File: config.mk
export PLATFORM = sky130hd
export DESIGN_NAME = async_req_arbiter
export DESIGN_NICKNAME = d
export VERILOG_FILES = /design/src/rtl/arb_pkg.sv /design/src/rtl/sync_high.sv /design/src/rtl/async_req_arbiter.sv
export SDC_FILE = /design/constraint.sdc
export NUM_CORES = 1
export LEC_CHECK = 0
export ABC_AREA = 1
export CORE_MARGIN = 1.5
export CORE_UTILIZATION = 50
export CTS_BUF_LIST = sky130_fd_sc_hd__clkbuf_16
export CTS_CLUSTER_DIAMETER = 40
export DETAILED_ROUTE_END_ITERATION = 8
export GPL_TIMING_DRIVEN = 0
export PLACE_DENSITY = 0.71
export SYNTH_ARGS = -nofsm -noshare
export SYNTH_HDL_FRONTEND = slang
export SYNTH_SLANG_ARGS = --single-unit
File: constraint.sdc
create_clock -name clk -period 1.9 [get_ports clk]
set_input_delay 0.38 -clock clk [delete_from_list [all_inputs] [get_ports clk]]
set_output_delay 0.38 -clock clk [all_outputs]
set_load 0.005 [all_outputs]
File: src/rtl/arb_pkg.sv
// Shared types and constants for the asynchronous request arbiter.
package arb_pkg;

   typedef enum logic [1:0] {
      IDLE  = 2'd0,
      GRANT = 2'd1,
      DROP  = 2'd2
   } arb_state_t;

   localparam int unsigned DEFAULT_NUM_REQ = 4;

endpackage

File: src/rtl/sync_high.sv
// Two-flop synchronizer for one asynchronous level; clears on reset.
module sync_high (
   input  logic clk,
   input  logic rst,
   input  logic d,
   output logic q
);

   logic meta;

   // Two register stages give the first stage a full cycle to settle.
   always_ff @(posedge clk or posedge rst) begin
      if (rst) begin
         meta <= 1'b0;
         q    <= 1'b0;
      end else begin
         meta <= d;
         q    <= meta;
      end
   end

endmodule

File: src/rtl/async_req_arbiter.sv
// Round-robin arbiter granting one shared resource to asynchronous
// requesters through a 4-phase req/ack handshake, with a watchdog that
// releases a grant the resource never completes.
module async_req_arbiter
   import arb_pkg::*;
#(
   parameter int unsigned NUM_REQ = DEFAULT_NUM_REQ,
   parameter int unsigned TIMEOUT = 255
) (
   input  logic                       clk,
   input  logic                       rst,
   input  logic [NUM_REQ-1:0]         async_req,
   output logic [NUM_REQ-1:0]         ack,
   output logic                       grant_valid,
   output logic [$clog2(NUM_REQ)-1:0] grant_id,
   output logic                       res_start,
   input  logic                       res_done,
   output logic                       timeout_err
);

   localparam int unsigned IW = $clog2(NUM_REQ);
   localparam int unsigned CW = $clog2(TIMEOUT + 1);
   localparam logic [CW-1:0] CNT_LAST = CW'(TIMEOUT - 1);
   localparam logic [IW-1:0] ID_LAST  = IW'(NUM_REQ - 1);

   logic [NUM_REQ-1:0] req_s;
   arb_state_t         state;
   logic [IW-1:0]      ptr;
   logic [CW-1:0]      cnt;
   logic               pick_found;
   logic [IW-1:0]      pick_id;
   logic [NUM_REQ-1:0] pick_onehot;

   // Each request line crosses into the clk domain on its own synchronizer.
   for (genvar g = 0; g < NUM_REQ; g++) begin : g_sync
      sync_high u_sync (
         .clk (clk),
         .rst (rst),
         .d   (async_req[g]),
         .q   (req_s[g])
      );
   end

   // First set request searching circularly upward from start; the index
   // wrap is done explicitly so non-power-of-two NUM_REQ works too.
   function automatic logic [IW:0] rr_pick(input logic [NUM_REQ-1:0] req,
                                           input logic [IW-1:0]      start);
      logic          found;
      logic [IW-1:0] sel;
      int unsigned   idx;
      found = 1'b0;
      sel   = '0;
      for (int unsigned k = 0; k < NUM_REQ; k++) begin
         idx = 32'(start) + k;
         if (idx >= NUM_REQ) idx = idx - NUM_REQ;
         if (!found && req[IW'(idx)]) begin
            found = 1'b1;
            sel   = IW'(idx);
         end
      end
      return {found, sel};
   endfunction

   // Candidate for the next grant and its one-hot acknowledge pattern.
   always_comb begin
      {pick_found, pick_id} = rr_pick(req_s, ptr);
      pick_onehot           = '0;
      pick_onehot[pick_id]  = 1'b1;
   end

   // Grant sequencing: arbitrate, wait for done or watchdog, then wait for
   // the granted requester to withdraw before returning to idle.
   always_ff @(posedge clk or posedge rst) begin
      if (rst) begin
         state       <= IDLE;
         ptr         <= '0;
         cnt         <= '0;
         ack         <= '0;
         grant_id    <= '0;
         res_start   <= 1'b0;
         timeout_err <= 1'b0;
      end else begin
         res_start   <= 1'b0;
         timeout_err <= 1'b0;
         case (state)
            IDLE: begin
               if (pick_found) begin
                  state     <= GRANT;
                  ack       <= pick_onehot;
                  grant_id  <= pick_id;
                  res_start <= 1'b1;
                  cnt       <= '0;
               end
            end
            GRANT: begin
               cnt <= cnt + 1'b1;
               // Completion takes priority over a watchdog expiring in the same cycle.
               if (res_done) begin
                  state <= DROP;
               end else if (cnt == CNT_LAST) begin
                  state       <= DROP;
                  timeout_err <= 1'b1;
               end
            end
            DROP: begin
               if (!req_s[grant_id]) begin
                  state <= IDLE;
                  ack   <= '0;
                  ptr   <= (grant_id == ID_LAST) ? '0 : grant_id + 1'b1;
               end
            end
            default: state <= IDLE;
         endcase
      end
   end

   assign grant_valid = |ack;

endmodule

# [Word level (Yosys, flattened, before mapping)]
# Index checks and enable logic that the tools add are counted.
# Widths: inputs -> output; s select.
[word_totals] register_bits=28 inputBits=7 out_inout_bits=9 elab_cells=99
[classes] add_sub_neg=9 magnitude_cmp=11 eq_ne=7 muxes=40 bitwise=1 n_reduce_logical=16
[op_table] cell="$mux 2" n=13
[op_table] cell="$lt 2x3->1 const B" n=6
[op_table] cell="$pmux 8 s2" n=1
[op_table] cell="$mux 1" n=15
[op_table] cell="$bmux 1 s2" n=5
[op_table] cell="$ge 3x3->1 const B" n=3
[op_table] cell="$add 8x1->8 const B" n=1
[op_table] cell="$eq 8x8->1 const B" n=1
[op_table] cell="$mux 4" n=2
[op_table] cell="$mux 8" n=1
[op_table] cell="$pmux 4 s2" n=1
[op_table] cell="$sub 2x1->2 const B" n=4
[op_table] cell="$add 2x2->3 const B" n=2
[op_table] cell="$pmux 2 s3" n=1
[op_table] cell="$reduce_and 2->1" n=3
[op_table] cell="$reduce_and 3->1" n=2
[op_table] cell="$eq 2x2->1 const B" n=2
[op_table] cell="$logic_and 1x1->1" n=4
[op_table] cell="$ne 2x2->1 const B" n=2
[op_table] cell="$reduce_bool 2->1" n=2
[op_table] cell="$reduce_or 4->1" n=1
[op_table] cell="$add 2x1->3 const B" n=1
[op_table] cell="$ge 2x3->1 const B" n=1
[op_table] cell="$logic_not 1->1" n=3
[op_table] cell="other kinds (7)" n=7

# [Depth between registers and ports, before layout]
# Gate-level depths: netlist of the first run.
[depth] word_depth=20 mapped_depth=12 ltp_nobuf=12

# [By module]
# A second synthesis of the first run with hierarchy kept.
[hier_totals] cells_unflattened=189 hier_area_um2=1587.8
[modules_own_cells] module="async_req_arbiter" n_inst=1 cells_each=177 area_each_um2=1372.6 seq_area_each_um2=500.5
[modules_own_cells] module="sync_high" n_inst=4 cells_each=3 area_each_um2=53.8 seq_area_each_um2=50.0

# [Least setup slack after synthesis of the first run]
# OpenSTA, ideal clock, no wires.
[synth_timing] path_kind="reg-to-reg" from="register ptr[0]" to="register state[0]" setup_ps=124 t_arrival_ps=1363 required_time_ps=1776 path_slack_ps=413 stages_incl_launch_ff=11 path_buffers=1 synth_period_minus_slack_ps=1487 path_cell_list="dfrtp_1 -> buf_6 -> nand2_1 -> nand2_1 -> nand2_2 -> nand2_4 -> nor2_8 -> nand3b_4 -> nand2_4 -> inv_2 -> or2_1"
[synth_via] elab_chain_len=16 word_cells_on_any_way=35 classes_between="add/sub: 7; order compare: 4; eq/ne: 1; mux: 16; reduce/logical: 7"
[synth_lines] element="from (decl)" line="async_req_arbiter.sv:28" source="logic [IW-1:0] ptr;"
[synth_lines] element="from (signal assigned)" line="async_req_arbiter.sv:109" source="ptr <= (grant_id == ID_LAST) ? '0 : grant_id + 1'b1;"
[synth_lines] element="branches (longest 13 deep; another with $add 2x1->3)"
[synth_lines] element="$mux 1 (*)" line="async_req_arbiter.sv:56" source="if (!found && req[IW'(idx)]) begin"
[synth_lines] element="$ne 2x2->1 (no line) (*)"
[synth_lines] element="$reduce_and 3->1 (no line) (*)"
[synth_lines] element="to (signal assigned)" line="async_req_arbiter.sv:75" source="state <= IDLE;"
[synth_lines] element="to (signal assigned)" line="async_req_arbiter.sv:88" source="state <= GRANT;"
[synth_lines] element="to (signal assigned)" line="async_req_arbiter.sv:99" source="state <= DROP;"
[synth_lines] element="to (decl)" line="async_req_arbiter.sv:27" source="arb_state_t state;"
# Mark *: on every way between the ends. The select of a mux whose other input is x is not followed.
# A chain may end at the register's enable or synchronous reset.

# [Worst setup path after layout of the first run]
[layout_timing] from="register ack[1]" to="output port grant_valid"
[layout_via] elab_chain_len=1
[layout_lines] element="from (decl)" line="async_req_arbiter.sv:13" source="output logic [NUM_REQ-1:0] ack,"
[layout_lines] element="from (signal assigned)" line="async_req_arbiter.sv:89" source="ack <= pick_onehot;"
[layout_lines] element="$reduce_or 4->1" line="async_req_arbiter.sv:117" source="assign grant_valid = |ack;"
[layout_lines] element="to (decl)" line="async_req_arbiter.sv:14" source="output logic grant_valid,"
# Every way passes these cells.

==> impl_metrics.toml, run 1 <==
[placed_design]
hpwl_mm = 2.10
io_buffer_count = 15
routabilityCongestion = 0.824
dpl_worst_slack_ns = 0.180
dp.cells = 227
place_area_mm2 = 0.00173

[layout]
final_core_util_pct = 63.7
num-nets-final = 212
fill_cells = 253
layout_common_cells = "46 x nand2_1, 28 x dfrtp_1, 24 x nand3_1"
fin_cells = 232
design_area_mm2 = 0.00182
final_layout_size_suffix_gt1_share_pct = 14.9
synthToLayoutAreaGrowth_pct = 17.8
diodes = 0
final_common_cell = "nand2_1"

[sta]
rsz0062_at_grt = "false"
setup_viol = 0
skew_ns = 0.00324
period_minus_slack_ns = 1.79
hold_slack_ns = 0.350
fin_tns_setup_ns = 0
tightest_slew_ns = 1.05
hold_viol = 0
fmax_mhz = 559
timing.final.crit_share_pct = 94.2
slew_headroom_pct = 30.1
setup_slack_ns = 0.111
finalMaxSlewViolations = 0

[cts]
clkSlewWorstSetupHoldPaths_ns = 0.07
clock_sinks = 28
clock_latency_ns = 0.26
cts_root_buffer = "clkbuf_16"
cts_buffers = 3
cts_hold_buf = 0
h-tree-depth = 1
clockBufferDepth = 2
cts_tree = "yes"

[flow_run]
drv_cap = 0

[yosys]
synth.distinct_cells = 30
synth_top_cell_area_share_pct = 45.4
synth.area.top_cells = "dfrtp_1 45%, nand2_1 11%, nand3_1 7.8%"
ys_warn_count = 0
ys_seq_elements = 28
synth_fp_nets = 191
synth_area_mm2 = 0.00154
syn_inst = 181
ys_seq_area_share_pct = 45.4
yosys.area.top_type = "dfrtp_1"
syn_avg_cell_area_um2 = 8.52

[floorplan]
ios = 16
die_y_um = 58.5
coreArea_mm2 = 0.00285
start_util_pct = 54.1
die-width_um = 58.5
die_area_mm2 = 0.00343
rows = 19

[power_and_ir_drop]
finalPower_mw = 3.04
vdd_ir_drop_max_uv = 652
p_leak_nw = 0.901
powerDensity_mw_per_mm2 = 1670

[min_path]
hold_depth = 0
hold_class = "reg2reg"

[worst_setup_path]
worstPathRequired_ns = 1.52
critPathLaunchType = "flop"
path_class = "reg2out"
crit_fanout = 3
rr_worst_depth = 4
cp.arrival_ns = 1.41
endpoint_kind = "output pin"

[route]
dr.pass1.iters = 4
drcViolationCount = 0
vias_per_cell = 5.42
ant_nets = 0
wl_mm = 2.87
drtIter0Drc = 92
vias = 1258
wl_per_cell_um = 12.4

[grt]
grt_pass1_wl_mm = 5.17
grt_overflow_total = 0
grt_pass1_vias = 1199
antenna_found_initial = 0
grt_max_degree = 29
track_usage_pct = 19.8

[run_status]
status = "complete, no violations"
-- layer usage --
layer | global-route usage (%) | part of all wire (%) | vias to the layer above | routed length [um]
li1 | - | - | 631 | -
met2 | 33.7 | 49 | 28 | 1400
met3 | 2.86 | 3.0 | 8 | 87
met4 | 7.64 | 2.2 | 0 | 63
met5 | 0 | 0 | - | 0
met1 | 25.5 | 46 | 591 | 1320
-- critical path, cell delays in order (launching register included) --
cell and delay, ns:
dfrtp_1 0.40, or4_1 0.49, dlygate4sd2_1 0.27
-- what timing repair did --
action | CTS | global route
setup endpoints to repair | 1 | 0
buffers inserted | 1 | 0
resized for setup | 1 | 0
-- cell families (layout without fill, tap and decap cells) --
group	after synthesis	after routing	share of synthesized area (%)
simple gates	101	101	34.5
flops	28	28	45.4
buf+inv	27	47	8.60
compound gates	22	22	9.08
fa+ha+maj	3	3	2.43
-- power by group --
part / internal, mW / switching [mW] / total, mW
clock network: 0.282 / 0.189 / 0.471
logic: 0.681 / 1.03 / 1.71
registers: 0.737 / 0.123 / 0.860
total: 1.70 / 1.34 / 3.04
-- registers in the layout, summed over array words and instances (netlist names) --
| signal | flops |
|---|---|
| ack | 4 |
| cnt | 8 |
| g_sync.u_sync.meta | 4 |
| g_sync.u_sync.q | 4 |
| grant_id | 2 |
| ptr | 2 |
| res_start | 1 |
| state | 2 |
| timeout_err | 1 |
-- path summary, 6_finish.rpt --
| check | start | endpoint | slack [ns] |
|---|---|---|---|
| min | g_sync[3].u_sync.meta$_DFF_PP0_ | g_sync[3].u_sync.q$_DFF_PP0_ | 0.35 |
| min in group asynchronous | rst | g_sync[2].u_sync.meta$_DFF_PP0_ | 0.68 |
| max | ack[1]$_DFFE_PP0P_ | grant_valid | 0.11 |
| max in group asynchronous | rst | ack[2]$_DFFE_PP0P_ | 0.59 |
| max reg2reg | state[1]$_DFFE_PP0P_ | state[1]$_DFFE_PP0P_ | 0.23 |
| min reg2reg | g_sync[3].u_sync.meta$_DFF_PP0_ | g_sync[3].u_sync.q$_DFF_PP0_ | 0.35 |
-- layout make-up --
cell class	count	area [um2]	share of cell area (%)
Multi-Input combinational cell	126	709	39.0
Tap cell	31	38.8	2.13
Clock buffer	3	75.1	4.13
Timing Repair Buffer	16	156	8.61
Inverter	24	90.1	4.96
Clock inverter	1	3.75	0.207
Sequential cell	28	701	38.6
Buffer	3	42.5	2.34
-- synth_stat cells (all sizes together) --
| cell | n |
|---|---|
| nor2 | 9 |
| nand3b | 1 |
| nand2 | 56 |
| nor4 | 1 |
| inv | 24 |
| a31oi | 1 |
| a21oi | 4 |
| or2 | 1 |
| nand4 | 3 |
| nor3 | 1 |
| and2 | 1 |
| o22ai | 1 |
| o211ai | 1 |
| nor3b | 1 |
| buf | 3 |
| o21ai | 14 |
| ha | 3 |
| o31ai | 1 |
| dfrtp | 28 |
| or4 | 1 |
| nand3 | 26 |
Power figures use the tool's default switching activity.
==> run 2, diff against run 1 <==
CORE_MARGIN = unset   (was 1.5)
PLACE_DENSITY = 0.73   (was 0.71)
clock period = 1.6 ns   (was 1.9 ns; I/O delays follow)
==> impl_metrics.toml, run 2 (same netlist as run 1, synthesis figures left out) <==
[floorplan]
die-width_um = 57.5
start_util_pct = 54.5
rows = 19
coreArea_mm2 = 0.00283
ios = 16
die_area_mm2 = 0.00331
die_y_um = 57.5

[worst_setup_path]
critPathLaunchType = "flop"
worstPathRequired_ns = 1.75
rr_worst_depth = 13
crit_fanout = 6
cp_common_cell = "nand2_1"
cp.arrival_ns = 1.77
worstReg2RegStart = "ptr[1]$_DFFE_PP0P_"
crit_chain = "inv_4 > nand2_1 > nand2_2 > nand2_2 > nand2_4 > nor2_8 > buf_4 > nand2_1 > nand2_2 > inv_1 > nand2_1 > nand3_1 > nand2_1"
path_class = "reg2reg"
crit_start = "ptr[1]$_DFFE_PP0P_"
rrSetupSlack_ns = -0.02
critPathTopFamily = "simple AND/OR/NAND/NOR gates"
slowest_delay_ns = 0.47
cp.depth = 13
endpoint_kind = "flop"
cp_slowest_cell = "dfrtp_2"
path_buf_inv = 3

[sta]
period_minus_slack_ns = 1.62
rsz0062_at_grt = "true"
finalMaxSlewViolations = 0
fmax_mhz = 618
slew_headroom_pct = 31.5
hold_viol = 0
tightest_slew_ns = 1.03
skew_ns = 0.00229
setup_viol = 4
timing.final.crit_share_pct = 101
setup_slack_ns = -0.0190

[layout]
num-nets-final = 221
final_layout_size_suffix_gt1_share_pct = 29.5
final_common_cell = "nand2_1"
fill_cells = 208
synthToLayoutAreaGrowth_pct = 30.5
largest_reg_flops = 8
multi_input_comb_area_um2 = 817
regMostFlops = "cnt"
final_core_util_pct = 71.2
layout_common_cells = "33 x nand2_1, 25 x dfrtp_1, 21 x inv_1, 21 x nand3_1, 14 x clkdlybuf4s50_1"
diodes = 0
seq_area_um2 = 704

[grt]
grt_max_degree = 29
grt_overflow_total = 0
antenna_found_initial = 0
grt_pass1_vias = 1258
track_usage_pct = 22.0
grt_pass1_wl_mm = 5.51

[cts]
clockBufferDepth = 2
clock_latency_ns = 0.26
cts_buffers = 3
h-tree-depth = 1
cts_hold_buf = 0
cts_tree = "yes"
cts_root_buffer = "clkbuf_16"
clkSlewWorstSetupHoldPaths_ns = 0.06
clock_sinks = 28

[route]
ant_nets = 0
drcViolationCount = 4
wl_per_cell_um = 13.8
wl_mm = 3.33
dr.pass1.iters = 6
drtIter0Drc = 80
vias_per_cell = 5.55
vias = 1337

[min_path]
hold_class = "reg2reg"
worstHoldStart = "g_sync[2].u_sync.meta$_DFF_PP0_"
hold_depth = 0

[power_and_ir_drop]
powerDensity_mw_per_mm2 = 2080
vdd_ir_drop_max_uv = 987
p_leak_nw = 0.993

[run_status]
status = "complete, but fails checks"
failed_checks = "DRC, setup timing"

[placed_design]
hpwl_mm = 2.29
io_buffer_count = 15
dpl_worst_slack_ns = -0.0617
routabilityCongestion = 0.824

[flow_run]
drv_cap = 0
==> run 2: what timing repair did <==
action,4_1_cts,5_1_grt
gates resized for setup,7,32
pin swaps,3,15
setup endpoints to repair,12,19
setup buffers,3,7
gates cloned,0,1
==> run 2: path summary, 6_finish.rpt <==
path	endpoint
min in group asynchronous	ptr[0]$_DFFE_PP0P_
max in group asynchronous	grant_id[0]$_DFFE_PP0P_
max	ack[2]$_DFFE_PP0P_
max reg2reg	ack[2]$_DFFE_PP0P_
min reg2reg	g_sync[2].u_sync.q$_DFF_PP0_
min	g_sync[2].u_sync.q$_DFF_PP0_
==> run 2: worst reg2reg max path, cell delays in order (launching register included) <==
cell and delay [ns]:
dfrtp_2 0.47, inv_4 0.11, nand2_1 0.09, nand2_2 0.11, nand2_2 0.07, nand2_4 0.10
nor2_8 0.05, buf_4 0.13, nand2_1 0.06, nand2_2 0.08, inv_1 0.06, nand2_1 0.06
nand3_1 0.08, nand2_1 0.05
==> run 2: metal layers <==
layer / routed length (um) / up-vias / track usage [%]
met2: 1710 / 34 / 38.0
met5: 0 / - / 0
met3: 145 / 4 / 5.22
met4: 43 / 0 / 7.32
met1: 1430 / 653 / 27.0
li1: - / 646 / -
==> run 2: stage by stage <==
stage               power (mW)  area (um2)  hold slack (ns)  cells  setup TNS, ns
global placement          2.98        1730            0.332    227        -0.0498
floorplan                 2.56        1540            0.331    181              0
detailed placement        3.05        1730            0.336    227         -0.272
finish                    4.19        2010            0.349    241        -0.0498
CTS                       3.66        1830            0.351    234         -0.272
global route              4.48        2010            0.356    241          -1.21
==> run 2: area by class of cell <==
type	instances	share of cell area, %
Buffer	2	1.55
Clock buffer	3	3.73
Clock inverter	1	0.186
Inverter	24	4.85
Multi-Input combinational cell	126	40.6
Sequential cell	28	35.0
Tap cell	31	1.93
Timing Repair Buffer	26	12.2
==> run 2: where the power goes <==
part           internal, mW  total [mW]  switching (mW)
registers             0.883        1.06           0.181
clock network         0.334       0.557           0.222
logic                  1.13        2.57            1.44
